## config.mk

```make
export PLATFORM = sky130hd
export DESIGN_NAME = mux8_arbiter
export DESIGN_NICKNAME = d
export VERILOG_FILES = /design/src/rtl/mux8_arbiter_pkg.sv /design/src/rtl/Mux8Way16.sv /design/src/rtl/mux8_arbiter_rr_pick8.sv /design/src/rtl/mux8_arbiter.sv
export SDC_FILE = /design/constraint.sdc
export NUM_CORES = 1
export LEC_CHECK = 0
export CORE_UTILIZATION = 36
export DETAILED_ROUTE_END_ITERATION = 10
export HOLD_SLACK_MARGIN = 0.12
export PLACE_DENSITY = 0.89
export SLEW_MARGIN = 30
export SYNTH_ARGS = -nofsm -noshare
export SYNTH_HDL_FRONTEND = slang
export SYNTH_HIERARCHICAL = 1
export SYNTH_SLANG_ARGS = --single-unit
```

## constraint.sdc

```tcl
create_clock -name clk -period 3.3 [get_ports clk]
set_input_delay 0.33 -clock clk [delete_from_list [all_inputs] [get_ports clk]]
set_output_delay 0.33 -clock clk [all_outputs]
set_load 0.05 [all_outputs]
```

## src/rtl/mux8_arbiter_pkg.sv

```systemverilog
// Shared types and constants for the eight-way round-robin word arbiter.
// The state encoding is fixed so that checkers can decode the debug state output directly.
package mux8_arbiter_pkg;

   localparam int NUM_REQ = 8;
   localparam int WORD_W  = 16;

   // Encoding 2'd3 is unused and falls back to ST_IDLE.
   typedef enum logic [1:0] {
      ST_IDLE  = 2'd0,
      ST_GRANT = 2'd1,
      ST_WAIT  = 2'd2
   } state_t;

   function automatic logic [NUM_REQ-1:0] onehot8(input logic [2:0] idx);
      return 8'b0000_0001 << idx;
   endfunction

endpackage

```

## src/rtl/Mux8Way16.sv

```systemverilog
// Eight-way 16-bit word multiplexer shared by the datapath result bus.
module Mux8Way16 (
   input  logic [15:0] a,
   input  logic [15:0] b,
   input  logic [15:0] c,
   input  logic [15:0] d,
   input  logic [15:0] e,
   input  logic [15:0] f,
   input  logic [15:0] g,
   input  logic [15:0] h,
   input  logic [2:0]  sel,
   output logic [15:0] out
);

   always_comb begin
      case (sel)
         3'd0:    out = a;
         3'd1:    out = b;
         3'd2:    out = c;
         3'd3:    out = d;
         3'd4:    out = e;
         3'd5:    out = f;
         3'd6:    out = g;
         default: out = h;
      endcase
   end

endmodule

```

## src/rtl/mux8_arbiter_rr_pick8.sv

```systemverilog
// Combinational round-robin picker: first set request at or above ptr, wrapping 7 to 0.
module rr_pick8
   import mux8_arbiter_pkg::*;
(
   input  logic [NUM_REQ-1:0] req,
   input  logic [2:0]         ptr,
   output logic [2:0]         idx,
   output logic               any
);

   logic [2:0] w_cand;

   // Walk offsets from farthest to nearest so the nearest set bit is the last one written.
   always_comb begin
      idx    = 3'd0;
      any    = 1'b0;
      w_cand = 3'd0;
      for (int k = NUM_REQ - 1; k >= 0; k--) begin
         w_cand = ptr + 3'(k);
         if (req[w_cand]) begin
            idx = w_cand;
            any = 1'b1;
         end
      end
   end

endmodule

```

## src/rtl/mux8_arbiter.sv

```systemverilog
// Round-robin arbiter that owns the shared 8-way word multiplexer and hands the
// selected word to one consumer over valid/ready, acking the owning requester.
module mux8_arbiter
   import mux8_arbiter_pkg::*;
(
   input  logic                clk,
   input  logic                reset,
   input  logic [NUM_REQ-1:0]  req,
   input  logic [WORD_W-1:0]   a,
   input  logic [WORD_W-1:0]   b,
   input  logic [WORD_W-1:0]   c,
   input  logic [WORD_W-1:0]   d,
   input  logic [WORD_W-1:0]   e,
   input  logic [WORD_W-1:0]   f,
   input  logic [WORD_W-1:0]   g,
   input  logic [WORD_W-1:0]   h,
   input  logic                out_ready,
   output logic [WORD_W-1:0]   out,
   output logic                out_valid,
   output logic [NUM_REQ-1:0]  grant,
   output logic [2:0]          sel,
   output logic [NUM_REQ-1:0]  ack,
   output logic [1:0]          dbg_state
);

   // Handshake: a word transfers in exactly the cycle where out_valid and
   // out_ready are both 1; out and grant stay frozen while out_valid waits.

   state_t              r_state;
   logic [2:0]          r_ptr;
   logic [2:0]          r_sel;
   logic [NUM_REQ-1:0]  r_grant;
   logic [WORD_W-1:0]   r_out;
   logic                r_valid;

   logic [2:0]          w_idx;
   logic                w_any;
   logic [WORD_W-1:0]   w_mux;
   logic                w_accept;

   rr_pick8 u_pick (
      .req (req),
      .ptr (r_ptr),
      .idx (w_idx),
      .any (w_any)
   );

   Mux8Way16 u_mux (
      .a   (a),
      .b   (b),
      .c   (c),
      .d   (d),
      .e   (e),
      .f   (f),
      .g   (g),
      .h   (h),
      .sel (r_sel),
      .out (w_mux)
   );

   // Gated by reset so a word caught by reset is dropped without an ack.
   assign w_accept = (r_state == ST_WAIT) && r_valid && out_ready && !reset;

   always_ff @(posedge clk) begin
      if (reset) begin
         r_state <= ST_IDLE;
         r_ptr   <= 3'd0;
         r_sel   <= 3'd0;
         r_grant <= '0;
         r_out   <= '0;
         r_valid <= 1'b0;
      end else begin
         case (r_state)
            ST_IDLE: begin
               if (w_any) begin
                  r_sel   <= w_idx;
                  r_grant <= onehot8(w_idx);
                  r_state <= ST_GRANT;
               end
            end
            ST_GRANT: begin
               r_out   <= w_mux;
               r_valid <= 1'b1;
               r_state <= ST_WAIT;
            end
            ST_WAIT: begin
               if (w_accept) begin
                  r_valid <= 1'b0;
                  r_grant <= '0;
                  r_ptr   <= r_sel + 3'd1;
                  r_state <= ST_IDLE;
               end
            end
            default: begin
               r_valid <= 1'b0;
               r_grant <= '0;
               r_state <= ST_IDLE;
            end
         endcase
      end
   end

   assign out       = r_out;
   assign out_valid = r_valid;
   assign grant     = r_grant;
   assign sel       = r_sel;
   assign ack       = w_accept ? onehot8(r_sel) : '0;
   assign dbg_state = r_state;

endmodule

```

==> results by group <==
Status
  • Status: completed

Critical path
  • Crit path DAT: 3150 ps
  • WS Path Type: flop to flop
  • Worst-path cell chain: inv_1, ha_1, mux4_1, mux2_4, o21ai_2, a31oi_1, o21bai_1, mux2_1, nand2b_1, o32ai_1
  • Crit path max-delay cell type: ha_1
  • Worst endpoint required time: 3490 ps
  • CP Launch Type: flop
  • Slowest Stage Delay on Critical Path: 490 ps
  • Worst setup EP type: flop
  • Maximum fanout along the worst path: 9
  • CP bufs+invs: 1
  • Crit path max-delay family: multiplexers

Drt
  • DRC violations left: 0
  • Via count: 3865
  • Routed Antenna Nets: 0
  • Pre-antenna DRT Iters: 5
  • Total Wirelength: 11.94 mm
  • Detailed-route wire length per cell: 17.74 um
  • DR vias/cell: 5.743
  • 1st-iter DRT viols: 175

Global route
  • First-pass GRT wire length: 18.72 mm
  • Initial antenna violation count: 1
  • Total Routing Usage GR: 24.60%
  • Vias in the first global route: 3944
  • Largest net degree at the start of global routing: 24
  • GR Overflow Total: 0

Floorplanning
  • Row cnt: 34
  • DIE AREA: 0.009339 mm2
  • Die Y: 96.64 um
  • Initial Utilization: 37.15%
  • Die Width: 96.64 um
  • I/O Pins: 177
  • Core area: 0.008678 mm2

Clock tree
  • CTS clk-pin slew, worst paths: 70 ps
  • Inserted Clock Buffers: 5
  • # clock sinks: 33
  • CTS tree: built
  • Clk_lat worst skew: 280 ps
  • H-tree depth: 2
  • Clk root buf: clkbuf_8
  • Longest Clk Path Bufs: 2
  • Hold Buf Count CTS: 0
  • Postcts setup bufs: 0

Pwr
  • Pwr dens: 315.1 mW/mm2
  • Worst VDD drop: 175.0 uV
  • Leakage: 1.862 nW

Logic synthesis
  • Seq cells post-synth: 33
  • Seq/Total Area, Yosys: 20.49%
  • Avg Inst Size Synth: 8.001 um2
  • Synth cell types: 60
  • Post-synth top flop: dfxtp_1
  • Post-synth top area share: 20.49%
  • Yosys top cell by area: dfxtp_1
  • EDFF count, synth: 0
  • Synth Instances: 403
  • Synth top area cells: dfxtp_1 (20%), nand2_1 (8.0%), a21oi_1 (7.6%)
  • Yosys warns: 6
  • Syn nets: 550
  • Asr flop ratio synth: 0%
  • Synthesized cell area: 0.003224 mm2

STA
  • Max_slew headroom: 44.21%
  • Worst Setup Slack, final: 347.4 ps
  • Slew Limit Fails: 0
  • RSZ-0062 raised after global routing: no
  • Worst slew pin tran: 835.8 ps
  • Final hold vios: 0
  • Setup TNS: 0 ps
  • Final setup fails: 0
  • Peak Freq: 0.3387 GHz
  • Period utilization: 89.47%
  • Min Tclk post-route: 2953 ps
  • Clock Skew: 5.789 ps

Placement
  • GPL Wtd Cong: 0.8924
  • Post-Place Cell Area: 0.005046 mm2
  • DP Worst Slack: 222.0 ps
  • IO buf count: 176
  • DP HPWL: 9.521 mm

Cells and area
  • Final nets: 710
  • Design Area, Final: 0.005171 mm2
  • Most frequent cells in the layout: clkdlybuf4s50_1 (168), nand2_1 (69), a21oi_1 (49), dfxtp_1 (33), a221oi_1 (23)
  • Fraction of layout cells with a size suffix above 1: 9.574%
  • P&R area growth vs syn: 60.38%
  • Most common cell after layout, fill and taps aside: clkdlybuf4s50_1

Job
  • Max capacitance violation total: 0

Worst hold path
  • Min-delay worst type: flop to flop
[cell type report]
class | instances | area [um2]
fillers | 772 | 3507
multi-input cells | 320 | 2293
repair buffers | 188 | 1907
flip-flops and latches | 33 | 660.6
well taps | 108 | 135.1
clock buffers | 7 | 86.33
inverters | 15 | 56.30
clock inverters | 1 | 30.03
diodes | 1 | 2.502
[worst paths after layout]
| check | start | endpoint | slack, ps | depth (start not counted) |
|---|---|---|---|---|
| max | r_ptr[1] | grant[4] | 350 | 10 |
| min | out[5] | out[5] | 460 | 2 |
| max reg2reg | r_ptr[1] | grant[4] | 350 | 10 |
| min reg2reg | out[5] | out[5] | 460 | 2 |
[cells by family (layout without fill, tap and decap cells)]
family	count (synthesis)	after routing	share of synthesized area [%]
AO/OA/AOI/OAI	143	143	31.63
XOR/XNOR	3	3	0.8150
adder cells (fa/ha/maj)	8	8	3.105
buffers and inverters	50	211	8.576
flip-flops	33	33	20.49
multiplexers	31	31	14.71
other	0	1	0
AND/OR/NAND/NOR	135	135	20.68
[routing by layer]
layer	track usage (%)	vias up	share of wire [%]
met5	0	-	0
met4	12.06	0	4.7
met3	3.757	34	5.6
met2	47.83	190	52
met1	25.20	1804	37
li1	-	1837	-
[stage by stage]
step	total power (W)	util, %	hold slack, ps	cells
final	0.001629	59.59	457.1	673
after global placement	0.001226	58.15	442.9	664
after global routing	0.001702	59.59	474.6	673
after floorplan	0.0009276	-	453.4	403
after detailed placement	0.001235	58.15	447.1	664
after CTS	0.001633	59.49	456.9	672
[worst reg2reg max path: stages (launching register included)]
cell	delay, ps
dfxtp_1	330
inv_1	110
ha_1	490
mux4_1	460
mux2_4	330
o21ai_2	130
a31oi_1	100
o21bai_1	150
mux2_1	430
nand2b_1	210
o32ai_1	130
[flip-flops by register name, indices dropped and copies added, names as in the netlist]
signal,count
out,16
out_valid,1
grant,8
r_ptr,3
dbg_state,2
sel,3
[power breakdown]
group / total, W / internal, W / switching, W / leakage, nW
registers: 0.000475 / 0.000432 / 0.0000428 / 0.269
clock network: 0.000394 / 0.000246 / 0.000148 / 0.0585
logic: 0.000761 / 0.000371 / 0.000390 / 1.53
[cell usage after synthesis (4+ instances only)]
cell type / number
nand2_1: 69
a21oi_1: 49
dfxtp_1: 33
a221oi_1: 23
nor2_1: 19
inv_1: 15
buf_2: 14
a22oi_1: 13
o22a_1: 12
mux2i_1: 11
and2_1: 8
clkbuf_1: 8
ha_1: 8
nor2b_1: 8
o21ai_0: 8
buf_4: 7
mux2_2: 7
nand2b_1: 7
buf_6: 6
o32ai_1: 6
a211oi_1: 5
mux4_1: 5
mux4_2: 5
nor3_1: 5
and3_1: 4
[repair_timing]
item                                    4_1_cts  5_1_grt
resized for setup                             0        1
endpoints found under the hold margin         0        0
endpoints found under the setup margin        0        2
(Power assumes the default switching activity.)
